==> config.mk <==
export PLATFORM = sky130hd
export DESIGN_NAME = vram_arbiter
export DESIGN_NICKNAME = d
export VERILOG_FILES = /design/src/rtl/vram_pkg.sv /design/src/rtl/sync_fifo.sv /design/src/rtl/vram_arbiter.sv
export SDC_FILE = /design/constraint.sdc
export NUM_CORES = 1
export LEC_CHECK = 0
export BUFFER_PORTS_ARGS = -buffer_cell sky130_fd_sc_hd__buf_2
export CORE_MARGIN = 1
export CORE_UTILIZATION = 36
export DETAILED_ROUTE_END_ITERATION = 8
export PLACE_DENSITY = 0.67
export SLEW_MARGIN = 0
export SYNTH_ARGS = -nofsm -noshare
export SYNTH_HDL_FRONTEND = slang
export SYNTH_SLANG_ARGS = --single-unit
==> constraint.sdc <==
create_clock -name clk -period 2.7 [get_ports clk]
set_clock_uncertainty 0.05 [all_clocks]
set_input_delay 0.27 -clock clk [delete_from_list [all_inputs] [get_ports clk]]
set_output_delay 0.27 -clock clk [all_outputs]
set_load 0.01 [all_outputs]
==> src/rtl/vram_pkg.sv <==
// Shared constants and types for the VRAM arbiter block.
package vram_pkg;

  // Default frame-store geometry: 32 KB, byte wide.
  localparam int VRAM_AW = 15;
  localparam int VRAM_DW = 8;

  // Cycles from a fetch_req pulse to the matching fetch_valid pulse.
  localparam int FETCH_LATENCY = 3;

  // Command that the arbiter has registered onto the RAM port this cycle.
  typedef enum logic [1:0] {
    ST_IDLE = 2'd0,
    ST_VID  = 2'd1,
    ST_WR   = 2'd2,
    ST_RD   = 2'd3
  } arb_state_t;

endpackage

==> src/rtl/sync_fifo.sv <==
// Synchronous first-word-fall-through FIFO used as the host write buffer.
// DEPTH must be a power of two so the pointers wrap on natural overflow.
module sync_fifo #(
  parameter int WIDTH = 23,
  parameter int DEPTH = 4
) (
  input  logic                     clk,
  input  logic                     reset,
  input  logic                     push,
  input  logic [WIDTH-1:0]         push_data,
  input  logic                     pop,
  output logic [WIDTH-1:0]         pop_data,
  output logic                     empty,
  output logic                     full,
  output logic [$clog2(DEPTH):0]   level
);

  localparam int PW = $clog2(DEPTH);
  localparam int LW = PW + 1;

  logic [WIDTH-1:0] mem [DEPTH];
  logic [PW-1:0]    wr_ptr;
  logic [PW-1:0]    rd_ptr;
  logic [LW-1:0]    count;
  logic             do_push;
  logic             do_pop;

  assign empty    = (count == '0);
  assign full     = (count == LW'(DEPTH));
  assign level    = count;
  assign pop_data = mem[rd_ptr];
  assign do_push  = push && !full;
  assign do_pop   = pop && !empty;

  // Storage array: written on push only.
  // NOTE: the data array has no reset; occupancy is tracked by the pointers
  // and count, so clearing those is enough and keeps the array plain RAM.
  always_ff @(posedge clk) begin
    if (do_push) begin
      mem[wr_ptr] <= push_data;
    end
  end

  // Pointer and occupancy bookkeeping; simultaneous push and pop hold count.
  // NOTE: sequential state uses non-blocking assignment so every flop sees
  // the pre-edge values of its neighbours regardless of statement order.
  always_ff @(posedge clk) begin
    if (reset) begin
      wr_ptr <= '0;
      rd_ptr <= '0;
      count  <= '0;
    end else begin
      if (do_push) begin
        wr_ptr <= wr_ptr + 1'b1;
      end
      if (do_pop) begin
        rd_ptr <= rd_ptr + 1'b1;
      end
      case ({do_push, do_pop})
        2'b10:   count <= count + 1'b1;
        2'b01:   count <= count - 1'b1;
        default: count <= count;
      endcase
    end
  end

  // Occupancy can never exceed the storage size.
  assert property (@(posedge clk) disable iff (reset) count <= LW'(DEPTH));

endmodule

==> src/rtl/vram_arbiter.sv <==
// Arbitrates a single-port synchronous VRAM between a fixed-latency video
// fetch port and a host port with posted writes and blocking reads.
// Priority each cycle: video fetch, then oldest buffered write, then the
// pending host read.
module vram_arbiter
  import vram_pkg::*;
#(
  parameter int AW    = VRAM_AW,
  parameter int DW    = VRAM_DW,
  parameter int DEPTH = 4
) (
  input  logic                   clk,
  input  logic                   reset,
  // Video fetch port
  input  logic                   fetch_req,
  input  logic [AW-1:0]          fetch_addr,
  output logic                   fetch_valid,
  output logic [DW-1:0]          fetch_data,
  // Host port
  input  logic                   host_valid,
  output logic                   host_ready,
  input  logic                   host_we,
  input  logic [AW-1:0]          host_addr,
  input  logic [DW-1:0]          host_wdata,
  output logic                   host_rvalid,
  output logic [DW-1:0]          host_rdata,
  // RAM command port
  output logic [AW-1:0]          ram_addr,
  output logic                   ram_we,
  output logic [DW-1:0]          ram_wdata,
  input  logic [DW-1:0]          ram_rdata,
  // Write buffer occupancy
  output logic [$clog2(DEPTH):0] wr_level
);

  localparam int EW = AW + DW;
  localparam int TW = FETCH_LATENCY - 1;

  arb_state_t     state;
  arb_state_t     state_next;

  logic           fifo_push;
  logic           fifo_pop;
  logic           fifo_empty;
  logic           fifo_full;
  logic [EW-1:0]  fifo_head;

  logic           rd_accept;
  logic           rd_pend;
  logic           rd_issued;
  logic [AW-1:0]  rd_addr;

  logic [AW-1:0]  cmd_addr;
  logic           cmd_we;
  logic [DW-1:0]  cmd_wdata;

  // Return-path tags: bit 0 marks the cycle the RAM data is valid, the top
  // bit is the outgoing valid pulse.
  logic [TW-1:0]  vid_tag;
  logic [TW-1:0]  host_tag;

  // Writes need buffer space; reads need an empty buffer (read-after-write
  // ordering) and no read already in flight. Nothing is accepted in reset.
  assign host_ready = !reset && (host_we ? !fifo_full : (fifo_empty && !rd_pend));
  assign fifo_push  = host_valid && host_ready && host_we;
  assign rd_accept  = host_valid && host_ready && !host_we;

  sync_fifo #(
    .WIDTH (EW),
    .DEPTH (DEPTH)
  ) u_wr_fifo (
    .clk       (clk),
    .reset     (reset),
    .push      (fifo_push),
    .push_data ({host_addr, host_wdata}),
    .pop       (fifo_pop),
    .pop_data  (fifo_head),
    .empty     (fifo_empty),
    .full      (fifo_full),
    .level     (wr_level)
  );

  // Pick the command for next cycle by fixed priority.
  // NOTE: every output of this block gets a default first, so no path
  // leaves a value unassigned and no latch is inferred.
  always_comb begin
    state_next = ST_IDLE;
    fifo_pop   = 1'b0;
    cmd_addr   = '0;
    cmd_we     = 1'b0;
    cmd_wdata  = '0;
    if (fetch_req) begin
      state_next = ST_VID;
      cmd_addr   = fetch_addr;
    end else if (!fifo_empty) begin
      state_next = ST_WR;
      fifo_pop   = 1'b1;
      cmd_addr   = fifo_head[EW-1:DW];
      cmd_we     = 1'b1;
      cmd_wdata  = fifo_head[DW-1:0];
    end else if (rd_pend && !rd_issued) begin
      state_next = ST_RD;
      cmd_addr   = rd_addr;
    end else if (rd_accept) begin
      // A read accepted on an otherwise idle bus issues straight away.
      state_next = ST_RD;
      cmd_addr   = host_addr;
    end
  end

  // Register the chosen command onto the RAM port together with the state.
  always_ff @(posedge clk) begin
    if (reset) begin
      state     <= ST_IDLE;
      ram_addr  <= '0;
      ram_we    <= 1'b0;
      ram_wdata <= '0;
    end else begin
      state     <= state_next;
      ram_addr  <= cmd_addr;
      ram_we    <= cmd_we;
      ram_wdata <= cmd_wdata;
    end
  end

  // Track the single outstanding host read from acceptance to host_rvalid.
  always_ff @(posedge clk) begin
    if (reset) begin
      rd_pend   <= 1'b0;
      rd_issued <= 1'b0;
      rd_addr   <= '0;
    end else begin
      if (rd_accept) begin
        rd_pend <= 1'b1;
        rd_addr <= host_addr;
      end
      if (state_next == ST_RD) begin
        rd_issued <= 1'b1;
      end
      // This edge raises host_rvalid, which retires the read.
      if (host_tag[0]) begin
        rd_pend   <= 1'b0;
        rd_issued <= 1'b0;
      end
    end
  end

  // Follow each read command down the RAM pipeline and capture its data.
  always_ff @(posedge clk) begin
    if (reset) begin
      vid_tag    <= '0;
      host_tag   <= '0;
      fetch_data <= '0;
      host_rdata <= '0;
    end else begin
      vid_tag  <= {vid_tag[TW-2:0], state == ST_VID};
      host_tag <= {host_tag[TW-2:0], state == ST_RD};
      if (vid_tag[0]) begin
        fetch_data <= ram_rdata;
      end
      if (host_tag[0]) begin
        host_rdata <= ram_rdata;
      end
    end
  end

  assign fetch_valid = vid_tag[TW-1];
  assign host_rvalid = host_tag[TW-1];

  // host_ready already blocks a push into a full buffer.
  assert property (@(posedge clk) disable iff (reset) !(fifo_push && fifo_full));

  // A fetch command must never be displaced by host traffic.
  assert property (@(posedge clk) disable iff (reset) fetch_req |=> (state == ST_VID));

endmodule

==> impl_results.md <==
- Status: complete, no violations
- Area delta synth->final: 20.4%
- Worst setup path class: reg -> reg
- Synth cell count leaders: edfxtp_1, dfxtp_1, a32oi_1
- Layout Nets: 574
- Slowest Stage Delay on Critical Path: around 0.53 ns
- Leak Pwr: ~2.7 nW
- Wirelength per Cell: approximately 18 um
- Fmax: 457 MHz
- Async set-reset flop share out of synthesis: 0
- Die X: roughly 130 um
- Post-DP Area: 6920 um2
- CTS H-tree lvls: 4
- Most common cell in the netlist: edfxtp_1
- Final setup vio count: 0
- Synth area leader: edfxtp_1
- Vias per Instance: roughly 5.2
- I/O pin count: 97
- TritonCTS Buffers: 17
- Total setup buffers inserted after CTS: 0
- Yosys warning total: 0
- Crit. End Element: register
- Peak supply drop: 699 uV
- Cell Area, Synth: ~6200 um2
- Syn Area/Cell: ~15 um2
- Placer Congestion: approximately 0.77
- Worst-Skew Late Latency: about 0.42 ns
- Ys flop type: edfxtp_1
- Wire length on met1: between 5 and 6 mm
- Rows: 47
- Sw Pwr: 1.77 mW
- Count of final max-slew check failures: 0
- First-pass iteration count of the detailed router: 5
- Congestion Overflow GR: 0
- Post-synth top area share: 0.442
- Largest net degree at the start of global routing: 50
- Critical path launch point type: register
- Part of the power in the clock network: 0.364
- WL final: ~14 mm
- Root buffer cell: clkbuf_16
- Ranking of synthesized cells by area: edfxtp_1, dfxtp_1, mux4_2, a32oi_1, mux2i_1
- Maxcap violations: 0
- First-pass GRT wire length: 21.5 mm
- Cell variety after synth: 38
- Smallest hold slack: 0.0247 ns
- RSZ-0062 raised after global routing: false
- Max Used Layer: met4
- Antenna-violating nets left: 0
- Clock transition at path regs: approximately 0.06 ns
- Cell Int Power: 4.57 mW
- Initial antenna violation count: 0
- WL met2: a little under 7 mm
- Final Cell Area: roughly 7500 um2
- Type of the worst min-delay path: in -> reg
- Dpl hpwl: between 8 and 9 mm
- Number of global-route vias before repair: between 3000 and 4000
- PortBufs: 96
- Combinational Power Share: 0.174
- Final worst path period share: 0.810
- Placed Cells: just over 700
- Tot Pwr: approximately 6.3 mW
- DRC viols: 0
- Slowest cell on crit path: dfxtp_1
- Area of the core: 16800 um2
- Net Sw Frac: 0.279
- Place WS: around 0.52 ns
- Gr usage total: 0.160
- CTS tree: built
- Final hold violations: 0
- Synth Instances: 419
- Share of the yosys chip area belonging to registers: 0.673
- Crit path buffers/inverters: 1
- Metal3 WL: 980 um
- Arr. time, crit path: 2.48 ns
- Final setup TNS: 0 ns
- Pwr dens: about 840 nW/um2
- Critical path cell sequence: nor3b_1 > nor2_1 > inv_1 > ha_1 > fa_1 > xnor2_1 > or3_1 > a21oi_1
- Final Util: 0.449
- DR vias: between 3000 and 4000
- Max FO, Critical Path: 9
- Clock Path Buffers: 2
- Flop pwr share: 0.462
- Post-synth net total: approximately 480
- Slew margin rel.: 0.451
- Critical path's top delay family: adder cells
- Flop and latch count out of synthesis: 164
- Hold_buf cts: 3
- Cts repair resizes: 0
- Starting Density: 0.373
- Initial DRC Count: between 400 and 500
- WP data required: approximately 3.0 ns
- Die area: roughly 18000 um2
- Chip height: around 130 um
- Fin crit period: about 2.2 ns
- Layout cells sized above 1: 0.332
- Worst slew pin tran: 0.824 ns
- Final WS setup: just over 0.5 ns
- Post-Layout Cell Count: 751
- Clk sinks: approximately 160
- Post-synth EDFFs: just over 90
==> kinds of logic (layout without fill, tap and decap cells) <==
group / Yosys count / after routing / share of synthesized area
and+or+nand+nor: 76 / 76 / 0.0681
muxes: 40 / 40 / 0.110
adders and majority gates: 6 / 6 / 0.0132
buffers and inverters: 40 / 151 / 0.0339
DFF: 164 / 164 / 0.673
other: 0 / 1 / 0
xor gates and xnor gates: 2 / 2 / 0.00281
AOI/OAI and AO/OA: 91 / 91 / 0.0986
==> path summary, 6_finish.rpt <==
path                           start                   to  slack [ns]  cells past startpoint
setup / recovery  u_wr_fifo.level[0]   u_wr_fifo.level[2]        0.51                      8
setup reg to reg  u_wr_fifo.level[0]   u_wr_fifo.level[2]        0.51                      8
hold / removal         host_wdata[7]  u_wr_fifo.mem[0][7]        0.02                      1
hold reg to reg             state[1]           vid_tag[0]        0.37                      1
==> per-layer routing <==
layer  vias up  GRT usage
met5         -          0
li1       1830          -
met1      1922      0.201
met4         0     0.0448
met3        17     0.0453
met2       150      0.269
==> sequential cells by signal, summed over array words and instances, names as in the netlist, named ones only <==
signal            flops
vid_tag               2
ram_wdata             8
host_tag              2
rd_pend               1
u_wr_fifo.wr_ptr      2
rd_issued             1
u_wr_fifo.rd_ptr      2
ram_addr             15
rd_addr              15
ram_we                1
fetch_data            8
u_wr_fifo.level       3
u_wr_fifo.mem        92
state                 2
host_rdata            8
==> power groups by stage <==
stage | clock, mW | combinational [mW] | sequential (mW)
6_report | 2.30 | 1.10 | 2.93
5_1_grt | 2.46 | 1.20 | 2.95
4_1_cts | 2.36 | 1.11 | 2.93
3_5_place_dp | 0 | 1.11 | 2.98
3_3_place_gp | 0 | 1.08 | 2.97
2_1_floorplan | 0 | 0.850 | 2.93
==> final cells by class <==
class	instances	area [um2]
diodes	1	2.50
clock buffers	18	429
clock inverters	14	136
fillers	1529	9240
inverters	7	26.3
multi-input cells	215	1840
flip-flops and latches	164	4210
well taps	220	275
repair buffers	112	608
==> cell usage in the layout (no fill, tap or decap), types with 13 or more instances in the layout <==
cell type  netlist  final
nor2_1          23     22
dfxtp_1         72     71
buf_2           13     96
edfxtp_1        92     92
a32oi_1         28     28
buf_4            0     13
clkbuf_16        0     17
mux2i_1         17     17
a21oi_1         24     24
mux4_2          23     23
nand3_1         18     18
No activity file was read; power rests on OpenSTA's default activity.
